===== config.mk =====
export PLATFORM = sky130hd
export DESIGN_NAME = ha_struct
export DESIGN_NICKNAME = d
export VERILOG_FILES = /design/src/rtl/ha_struct_pkg.sv /design/src/rtl/ha_cell.sv /design/src/rtl/ha_struct.sv
export SDC_FILE = /design/constraint.sdc
export NUM_CORES = 1
export LEC_CHECK = 0
export CAP_MARGIN = 25
export CORE_AREA = 2 2 39 41
export DETAILED_ROUTE_END_ITERATION = 12
export DIE_AREA = 0 0 41 43
export HOLD_SLACK_MARGIN = 0.08
export PLACE_DENSITY_LB_ADDON = 0.3
export SLEW_MARGIN = 20
export SYNTH_ARGS = -nofsm -noshare
export SYNTH_HDL_FRONTEND = slang
export SYNTH_HIERARCHICAL = 1
export SYNTH_SLANG_ARGS = --single-unit

===== constraint.sdc =====
create_clock -name clk -period 2.1 [get_ports clk]
set_input_delay 0.63 -clock clk [delete_from_list [all_inputs] [get_ports clk]]
set_output_delay 0.63 -clock clk [all_outputs]
set_load 0.05 [all_outputs]

===== src/rtl/ha_struct_pkg.sv =====
// Shared types and constants for the ha_struct lane-parallel half adder.
package ha_struct_pkg;

  localparam int unsigned WidthDefault = 1;
  localparam int unsigned MaxWidth     = 64;

  // One lane's registered result.
  typedef struct packed {
    logic carry;
    logic sum;
  } lane_res_t;

  // Behavioural reference for one lane: {carry, sum} is the 2-bit sum of a and b.
  function automatic lane_res_t lane_add(input logic a, input logic b);
    logic [1:0] total;
    lane_res_t  res;
    total     = {1'b0, a} + {1'b0, b};
    res.carry = total[1];
    res.sum   = total[0];
    return res;
  endfunction

endpackage


===== src/rtl/ha_cell.sv =====
// Single-lane half adder built from gate primitives; purely combinational.
module ha_cell (
  input  logic a,
  input  logic b,
  output logic s,
  output logic c
);

  xor u_xor (s, a, b);
  and u_and (c, a, b);

endmodule


===== src/rtl/ha_struct.sv =====
// WIDTH independent half-adder lanes with a one-cycle registered result.
// Optional self-check: define HA_STRUCT_CHECK_EN to add the chk_err port and a
// behavioural reference model that cross-checks the gate-level cells.
module ha_struct
  import ha_struct_pkg::*;
#(
  parameter int unsigned WIDTH = WidthDefault
) (
  input  logic             clk,
  input  logic             rst,
  input  logic [WIDTH-1:0] a,
  input  logic [WIDTH-1:0] b,
  input  logic             in_valid,
  output logic [WIDTH-1:0] sum,
  output logic [WIDTH-1:0] carry,
  output logic             out_valid
`ifdef HA_STRUCT_CHECK_EN
  ,
  output logic             chk_err
`endif
);

  if (WIDTH < 1 || WIDTH > MaxWidth) begin : g_width_check
    $error("ha_struct: WIDTH must be in 1..%0d", MaxWidth);
  end

  logic [WIDTH-1:0] cell_s;
  logic [WIDTH-1:0] cell_c;

  lane_res_t [WIDTH-1:0] res_q;
  logic                  out_valid_q;

  for (genvar i = 0; i < WIDTH; i++) begin : g_lane
    ha_cell u_cell (
      .a (a[i]),
      .b (b[i]),
      .s (cell_s[i]),
      .c (cell_c[i])
    );
  end

  // Capture lane results on accepted inputs; reset dominates in_valid.
  always_ff @(posedge clk) begin
    if (rst) begin
      res_q       <= '0;
      out_valid_q <= 1'b0;
    end else begin
      out_valid_q <= in_valid;
      if (in_valid) begin
        for (int unsigned i = 0; i < WIDTH; i++) begin
          res_q[i].sum   <= cell_s[i];
          res_q[i].carry <= cell_c[i];
        end
      end
    end
  end

  // Unpack registered lane structs onto the flat output buses.
  always_comb begin
    sum   = '0;
    carry = '0;
    for (int unsigned i = 0; i < WIDTH; i++) begin
      sum[i]   = res_q[i].sum;
      carry[i] = res_q[i].carry;
    end
  end

  assign out_valid = out_valid_q;

`ifdef HA_STRUCT_CHECK_EN
  logic [WIDTH-1:0] ref_s;
  logic [WIDTH-1:0] ref_c;
  logic             mismatch;
  logic             chk_err_q;

  // Reference results per lane, compared against the gate cells.
  always_comb begin
    lane_res_t r;
    ref_s = '0;
    ref_c = '0;
    for (int unsigned i = 0; i < WIDTH; i++) begin
      r        = lane_add(a[i], b[i]);
      ref_s[i] = r.sum;
      ref_c[i] = r.carry;
    end
    // Only accepted inputs count, so garbage on idle cycles cannot raise an error.
    mismatch = in_valid & (|((ref_s ^ cell_s) | (ref_c ^ cell_c)));
  end

  // Sticky error flag, cleared only by reset.
  always_ff @(posedge clk) begin
    if (rst) begin
      chk_err_q <= 1'b0;
    end else if (mismatch) begin
      chk_err_q <= 1'b1;
    end
  end

  assign chk_err = chk_err_q;
`endif

endmodule


# Word level (Yosys, flattened, before mapping)
# Index checks and enable logic that the tools add are counted.
dict set report word_totals {
  out_inout_bits 3
  elab_cells 5
  reg_bits 3
  input_bits 5
}
dict set report classes {
  n_bitwise 2
}
# op count
set op_table {}
lappend op_table {{$and 1x1->1} 1}
lappend op_table {{$xor 1x1->1} 1}

# Logic depth before layout (Yosys ltp)
# Gate-level depths: netlist of the first run.
dict set report depth {
  word_depth 1
  depth_mapped 3
  ltp_nobuf 3
}

# Modules after synthesis
# Netlist of the first run, hierarchy kept.
# module cells_each area_per_inst_um2 seq_area_each_um2 instances
set by_module_without_submodules {}
lappend by_module_without_submodules {ha_struct 8 93.8 60.1 1}
lappend by_module_without_submodules {ha_cell 1 12.5 0.0 1}

# Least setup slack after synthesis of the first run
# OpenSTA, ideal clock, no wires.
dict set report synth_path {
  path_type {reg2out}
  start {register, netlist name carry}
  end {output port carry}
  path_slack_ns 0.868
  path_buffers 0
  required_time_ns 1.470
  path_stages_with_launch 1
  arrival_ns 0.602
  cell_sequence {dfxtp_1}
}
# element line
set synth_rtl {}
lappend synth_rtl {{to (decl)} ha_struct.sv:15} ;# output logic [WIDTH-1:0] carry,
# No word-level cell between the ends.

# Worst setup path in the final report of the first run
dict set report layout_path {
  start {register, netlist name sum}
  end {output port sum}
}
# element line
set layout_rtl {}
lappend layout_rtl {{to (decl)} ha_struct.sv:14} ;# output logic [WIDTH-1:0] sum,
# No word-level cell between the ends.

==> results of run 1 <==
## cell type report
type	instances	area [µm²]	share of cell area (%)
multi-input combinational	6	46.29	20.79
timing repair buffer	7	70.07	31.46
sequential	3	60.06	26.97
clock buffer	4	26.28	11.80
tap	16	20.02	8.989
## state kept, by name, summed over array words and instances, names as in the netlist
name       flops
carry          1
out_valid      1
sum            1
## kinds of logic after synthesis
kind of cell,after synthesis
DFF,3
and+or+nand+nor,3
muxes,2
adders and majority gates,1
## metal layers
layer	GRT usage (%)	up-vias	wire length [µm]
li1	-	51	-
met1	4.792	48	141
met3	9.424	2	65
met5	0	-	0
met2	4.375	10	59
met4	4.000	0	6
## placed cells by master (no fill, tap or decap)
master / instances
dfxtp_1: 3
ha_1: 1
clkbuf_1: 1
clkdlybuf4s50_1: 7
nor2b_1: 1
mux2i_1: 2
clkbuf_4: 3
nor2_1: 2
## power groups by stage
| stage | Clock, mW | Combinational (mW) | Sequential [mW] |
|---|---|---|---|
| 6_report | 0.105 | 0.0325 | 0.0619 |
| 5_1_grt | 0.123 | 0.0350 | 0.0621 |
| 4_1_cts | 0.110 | 0.0329 | 0.0619 |
| 3_5_place_dp | 0 | 0.0328 | 0.0628 |
| 3_3_place_gp | 0 | 0.0323 | 0.0627 |
| 2_1_floorplan | 0 | 0.00510 | 0.0742 |
## final timing paths
check	startpoint	cells past startpoint	end	slack, ns
max	sum	1	sum	0.11
max reg2reg	carry	2	carry	1.52
min reg2reg	sum	2	sum	0.50
min	sum	2	sum	0.50
==> results.py, run 1 <==
metrics = {
    "setup_path": {
        "start_kind": "register",
        "endpoint_kind": "primary output",
        "critical_path_peak_fanout": 2,
        "path_cells": "clkdlybuf4s50_1",
        "slowest_stage": "clkdlybuf4s50_1",
        "setup.worst_path.class": "register to primary output",
        "worstPathRequired_ns": 1.47,
        "critical_path_buf_inv_count": 1,
        "arrival_ns": 1.36,
        "cp_top_family": "buffers and inverters",
        "cp_slowest_stage_delay_ns": 0.80,
    },
    "synth": {
        "yosysTopAreaCell": "dfxtp_1",
        "synthCells": 9,
        "ys_seq_area_share_pct": 56.47,
        "synth-main-ff-cell": "dfxtp_1",
        "async_flop_share_pct": 0,
        "ys_ff_latch": 3,
        "synth_area_um2": 106.4,
        "ys_top_cells_by_count": "dfxtp_1, mux2i_1, nor2_1",
        "yosysMostFrequentCell": "dfxtp_1",
        "synth_area_leaders": "dfxtp_1, mux2i_1, ha_1",
        "synth_fp_nets": 15,
        "synth_top_family_by_area": "multiplexers",
        "synth_mux_area_share_pct": 18.82,
        "synth_cell_type_count": 5,
        "synth_compound_area_share_pct": 0,
        "synth_xor_area_share_pct": 0,
        "synth-simple-area-share_pct": 12.94,
        "synth_top_area_share_pct": 56.47,
        "yosysWarnings": 6,
        "synth-adder-area-share_pct": 11.76,
        "avgSynthCellArea_um2": 11.82,
        "synth_edf_count": 0,
    },
    "sta": {
        "drv_slew": 0,
        "period_needed_ns": 1.990,
        "maxSlewHeadroom_pct": 67.01,
        "setup_ws_ns": 0.1098,
        "fmax_ghz": 0.5025,
        "hold_slack_ns": 0.5017,
        "fin_tns_setup_ns": 0,
        "final-hold-violation-count": 0,
        "worst_slew_pin_slew_ns": 0.4933,
        "rsz0062_at_grt": "false",
        "finalCritPeriodShare_pct": 94.77,
        "fin_skew_ns": 0,
        "setup_violations": 0,
    },
    "floorplan": {
        "io_pins": 8,
        "start_util_pct": 7.685,
        "rows": 14,
        "coreArea_um2": 1384,
        "die_w_um": 41,
        "die-area_um2": 1763,
        "die_h_um": 43,
    },
    "pwr": {
        "p_leak_nw": 0.09129,
        "power_mw": 0.1995,
        "swShare_pct": 26.23,
        "pwr-share-clk_pct": 52.7,
        "power_density_nw_per_um2": 895.8,
        "p_int_mw": 0.1472,
        "power_frac_seq_pct": 31.0,
        "comb_power_share_pct": 16.3,
        "p_switching_mw": 0.05232,
        "ir_drop_v": 0.0003331,
    },
    "global_routing": {
        "grt_max_degree": 4,
        "grt_pass1_wl_um": 476,
        "grt-ovfl-total": 0,
        "grt_pass1_vias": 116,
        "gr-usage-all-layers_pct": 5.311,
        "antenna_found_initial": 0,
    },
    "detailed_routing": {
        "drt-initial-drc-count": 1,
        "ant_nets": 0,
        "vias_per_cell": 3.083,
        "drcViolationCount": 0,
        "dr.pass1.iters": 2,
        "finalWirelength_um": 273,
        "vias": 111,
        "wl_per_cell_um": 7.583,
    },
    "finish": {
        "syn_to_final_growth_pct": 109.4,
        "diodes": 0,
        "fin_util_pct": 16.09,
        "layout.nets": 27,
        "postLayoutCellArea_um2": 222.7,
        "drive_gt1_share_pct": 15.00,
        "fin_cells": 36,
        "n_fill_cell": 154,
    },
    "cts": {
        "h-tree-depth": 1,
        "cts_hold_buf": 0,
        "clock-root-buffer": "clkbuf_4",
        "clk_pin_slew_worst_paths_ns": 0.04,
        "insertion_delay_ns": 0.24,
        "cts_inserted_buffers": 3,
        "post_cts_resized": 0,
        "cts.sinks": 3,
        "cts_tree": "built",
        "ctsLongestPathBuffers": 2,
        "post_cts_buffers": 0,
    },
    "placement": {
        "dp_slack_ns": 0.3553,
        "placed_cell_area_um2": 196.4,
        "port-buffer-count": 7,
        "gp_congestion": 0.5369,
        "dp.cells": 32,
    },
    "worst_hold_path": {
        "hp-class": "register to register",
    },
    "status": {
        "status": "finished, final reports clean",
    },
    "run": {
        "cap_violations": 0,
    },
}
Power figures use the tool's default switching activity.
==> run 2, diff against run 1 <==
--- a/config.mk
+++ b/config.mk
@@ -9,6 +9,8 @@
 export CORE_AREA = 2 2 39 41
 export DETAILED_ROUTE_END_ITERATION = 12
 export DIE_AREA = 0 0 41 43
+export DONT_BUFFER_PORTS = 1
+export GPL_ROUTABILITY_DRIVEN = 0
 export HOLD_SLACK_MARGIN = 0.08
 export PLACE_DENSITY_LB_ADDON = 0.3
 export SLEW_MARGIN = 20
==> results.py, run 2 (synthesized netlist as in run 1, its figures left out) <==
metrics = {
    "setup_path": {
        "critical_path_peak_fanout": 2,
        "rrSetupSlack_ns": 1.16,
        "r2r-start": "sum",
        "worstReg2RegEnd": "sum",
        "worstPathRequired_ns": 1.47,
        "reg2regPathDepth": 2,
        "arrival_ns": 0.87,
        "setup.worst_path.class": "register to primary output",
        "start_kind": "register",
        "endpoint_kind": "primary output",
    },
    "floorplan": {
        "die-area_um2": 1763,
        "die_w_um": 41,
        "start_util_pct": 7.685,
        "rows": 14,
        "coreArea_um2": 1384,
        "io_pins": 8,
        "die_h_um": 43,
    },
    "detailed_routing": {
        "wl_per_cell_um": 9.345,
        "drcViolationCount": 0,
        "ant_nets": 0,
        "vias": 85,
        "finalWirelength_um": 271,
        "dr.pass1.iters": 2,
        "vias_per_cell": 2.931,
        "drt-initial-drc-count": 4,
    },
    "sta": {
        "fmax_ghz": 0.6681,
        "hold_slack_ns": 0.4654,
        "rsz0062_at_grt": "false",
        "drv_slew": 0,
        "maxSlewHeadroom_pct": 65.80,
        "finalCritPeriodShare_pct": 71.28,
        "fin_tns_setup_ns": 0,
        "fin_skew_ns": 0,
        "setup_violations": 0,
        "final-hold-violation-count": 0,
        "worst_slew_pin_slew_ns": 0.5123,
        "period_needed_ns": 1.497,
    },
    "cts": {
        "cts_hold_buf": 0,
        "clk_pin_slew_worst_paths_ns": 0.04,
        "clock-root-buffer": "clkbuf_4",
        "h-tree-depth": 1,
        "post_cts_resized": 0,
        "cts_tree": "built",
        "cts_inserted_buffers": 3,
        "ctsLongestPathBuffers": 2,
        "insertion_delay_ns": 0.23,
        "post_cts_buffers": 0,
        "cts.sinks": 3,
    },
    "pwr": {
        "power_frac_seq_pct": 40.8,
        "power_density_nw_per_um2": 1182,
        "p_leak_nw": 0.06496,
        "ir_drop_v": 0.0001105,
        "p_int_mw": 0.1354,
        "swShare_pct": 24.97,
        "power_mw": 0.1805,
        "p_switching_mw": 0.04507,
        "pwr-share-clk_pct": 55.9,
        "comb_power_share_pct": 3.2,
    },
    "worst_hold_path": {
        "hp-start": "rst",
        "min_delay_worst_endpoint": "sum",
        "hp-class": "input port to register",
        "whs_path_depth": 1,
    },
    "global_routing": {
        "antenna_found_initial": 0,
        "grt_pass1_vias": 102,
        "gr-usage-all-layers_pct": 4.396,
        "grt_pass1_wl_um": 345,
        "grt_max_degree": 4,
        "grt-ovfl-total": 0,
    },
    "placement": {
        "placed_cell_area_um2": 126.4,
        "port-buffer-count": 0,
    },
    "finish": {
        "syn_to_final_growth_pct": 43.53,
        "drive_gt1_share_pct": 23.08,
        "layout.nets": 20,
        "mostFrequentLayoutCells": "dfxtp_1, clkbuf_4, mux2i_1, nor2_1",
        "n_fill_cell": 160,
        "diodes": 0,
        "postLayoutCellArea_um2": 152.6,
    },
    "run": {
        "cap_violations": 0,
    },
    "status": {
        "status": "finished, final reports clean",
    },
}
==> run 2: changes by cell type in the layout (fill, tap and decap cells not counted), sizes merged <==
cell           before  now
clkdlybuf4s50       7    0
==> run 2: area by class of cell <==
| class | instances | area [µm²] | area share (%) |
|---|---|---|---|
| multi-input cells | 6 | 46.29 | 30.33 |
| well taps | 16 | 20.02 | 13.11 |
| flip-flops and latches | 3 | 60.06 | 39.34 |
| clock buffers | 4 | 26.28 | 17.21 |
==> run 2: layer usage <==
layer	up-vias	track usage, %	routed length [µm]
met2	8	4.063	102
met4	0	6.000	0
li1	39	-	-
met5	-	0	0
met3	0	7.853	74
met1	38	2.215	95
==> run 2: worst max-delay path by stage <==
stage | startpoint | endpoint | slack [ns] | depth (start not counted)
final | sum | sum | 0.60 | 0
after global routing | carry | carry | 0.58 | 0
after CTS | sum | sum | 0.59 | 0
after detailed placement | sum | sum | 0.85 | 0
after global placement | carry | carry | 0.85 | 0
after floorplan | carry | carry | 0.87 | 0
==> run 2: per-stage QoR <==
step	utilization, %	std cells	setup slack, ns
floorplan	-	9	0.8678
global placement	9.132	25	0.8541
detailed placement	9.132	25	0.8467
CTS	11.03	29	0.5892
global route	11.03	29	0.5765
finish	11.03	29	0.6032
==> run 2: power groups by stage <==
stage | Sequential (mW) | Clock [mW] | Combinational [mW]
after detailed placement | 0.0747 | 0 | 0.00603
after global routing | 0.0744 | 0.107 | 0.00674
after floorplan | 0.0742 | 0 | 0.00510
after global placement | 0.0746 | 0 | 0.00552
final | 0.0737 | 0.101 | 0.00580
after CTS | 0.0738 | 0.107 | 0.00601
==> run 3, diff against run 2 <==
==> constraint.sdc (replaced) <==
create_clock -name clk -period 1.2 [get_ports clk]
set_input_delay 0.36 -clock clk [delete_from_list [all_inputs] [get_ports clk]]
set_output_delay 0.36 -clock clk [all_outputs]
set_load 0.05 [all_outputs]
==> results.py, run 3 (synthesized netlist as in run 1, its figures left out) <==
metrics = {
    "status": {
        "status": "finished, final reports clean",
    },
    "sta": {
        "rsz0062_at_grt": "false",
        "final-hold-violation-count": 0,
        "drv_slew": 0,
        "fmax_ghz": 0.9041,
        "worst_slew_pin_slew_ns": 0.1274,
        "setup_ws_ns": 0.09389,
        "finalCritPeriodShare_pct": 92.18,
        "maxSlewHeadroom_pct": 91.26,
        "fin_tns_setup_ns": 0,
        "fin_skew_ns": 0,
        "setup_violations": 0,
        "period_needed_ns": 1.106,
    },
    "detailed_routing": {
        "wl_met1_um": 64,
        "top_layer_used": "met4",
        "dr.pass1.iters": 1,
        "vias": 96,
        "ant_nets": 0,
        "drt-initial-drc-count": 0,
        "vias_per_cell": 3.000,
        "drcViolationCount": 0,
        "routed-wl-met2_um": 81,
        "met3_length_um": 101,
        "wl_per_cell_um": 8.594,
        "finalWirelength_um": 275,
    },
    "cts": {
        "clock-root-buffer": "clkbuf_4",
        "post_cts_buffers": 0,
        "insertion_delay_ns": 0.23,
        "post_cts_resized": 0,
        "clk_pin_slew_worst_paths_ns": 0.04,
        "h-tree-depth": 1,
        "ctsLongestPathBuffers": 2,
        "cts.sinks": 3,
        "cts_inserted_buffers": 3,
        "cts_hold_buf": 0,
        "cts_tree": "built",
    },
    "finish": {
        "syn_to_final_growth_pct": 64.71,
        "n_fill_cell": 158,
        "mostFrequentLayoutCells": "dfxtp_1, clkbuf_4, buf_4",
        "layout.nets": 23,
        "postLayoutCellArea_um2": 175.2,
        "diodes": 0,
        "drive_gt1_share_pct": 37.50,
    },
    "floorplan": {
        "coreArea_um2": 1384,
        "die_w_um": 41,
        "io_pins": 8,
        "rows": 14,
        "die-area_um2": 1763,
        "die_h_um": 43,
        "start_util_pct": 7.685,
    },
    "setup_path": {
        "critical_path_buf_inv_count": 1,
        "critical_path_peak_fanout": 2,
        "start_kind": "register",
        "path_cells": "buf_4",
        "endpoint_kind": "primary output",
        "cp_top_family": "flip-flops",
        "setup.worst_path.class": "register to primary output",
        "cp_slowest_stage_delay_ns": 0.32,
        "slowest_stage": "dfxtp_1",
        "arrival_ns": 0.75,
        "worstPathRequired_ns": 0.84,
    },
    "global_routing": {
        "grt-ovfl-total": 0,
        "grt_pass1_vias": 98,
        "gr-usage-all-layers_pct": 4.609,
        "grt_max_degree": 4,
        "grt_pass1_wl_um": 345,
        "antenna_found_initial": 0,
    },
    "pwr": {
        "power_density_nw_per_um2": 1849,
        "ir_drop_v": 0.0002410,
        "p_leak_nw": 0.08068,
    },
    "worst_hold_path": {
        "hp-class": "input port to register",
    },
    "run": {
        "cap_violations": 0,
    },
    "placement": {
        "dp_slack_ns": 0.2764,
        "placed_cell_area_um2": 148.9,
        "port-buffer-count": 0,
    },
}
-- run 3: cell count changes in the layout (fill, tap and decap cells not counted) --
cell / before / now
buf_4: 0 / 3
-- run 3: layout make-up --
class / instances / area [µm²] / share of cell area [%]
Timing Repair Buffer: 3 / 22.52 / 12.86
Clock buffer: 4 / 26.28 / 15.00
Multi-Input combinational cell: 6 / 46.29 / 26.43
Sequential cell: 3 / 60.06 / 34.29
Tap cell: 16 / 20.02 / 11.43
-- run 3: routing by layer --
metal,vias up,global-route usage [%]
met5,-,0
met4,0,10.00
met3,4,8.377
met2,10,3.750
met1,39,0.9585
li1,43,-
-- run 3: worst paths after layout --
path         start   endpoint  slack [ns]  cells after the start
min reg2reg  carry      carry        0.51                      2
max          carry      carry        0.09                      1
min            rst  out_valid        0.19                      1
max reg2reg    sum        sum        0.45                      3
-- run 3: report_power, final --
part | switching (mW) | internal (mW)
logic | 0.0263 | 0.0136
clock network | 0.0518 | 0.125
registers | 0.00157 | 0.106
-- run 3: per-stage QoR --
stage          hold WS, ns  util (%)  power [mW]  instances
2_1_floorplan       0.4316         -      0.1387          9
3_3_place_gp        0.4348     10.76      0.1485         28
3_5_place_dp        0.4350     10.76      0.1496         28
4_1_cts             0.1839     12.66      0.3340         32
5_1_grt             0.1855     12.66      0.3401         32
6_report            0.1923     12.66      0.3239         32
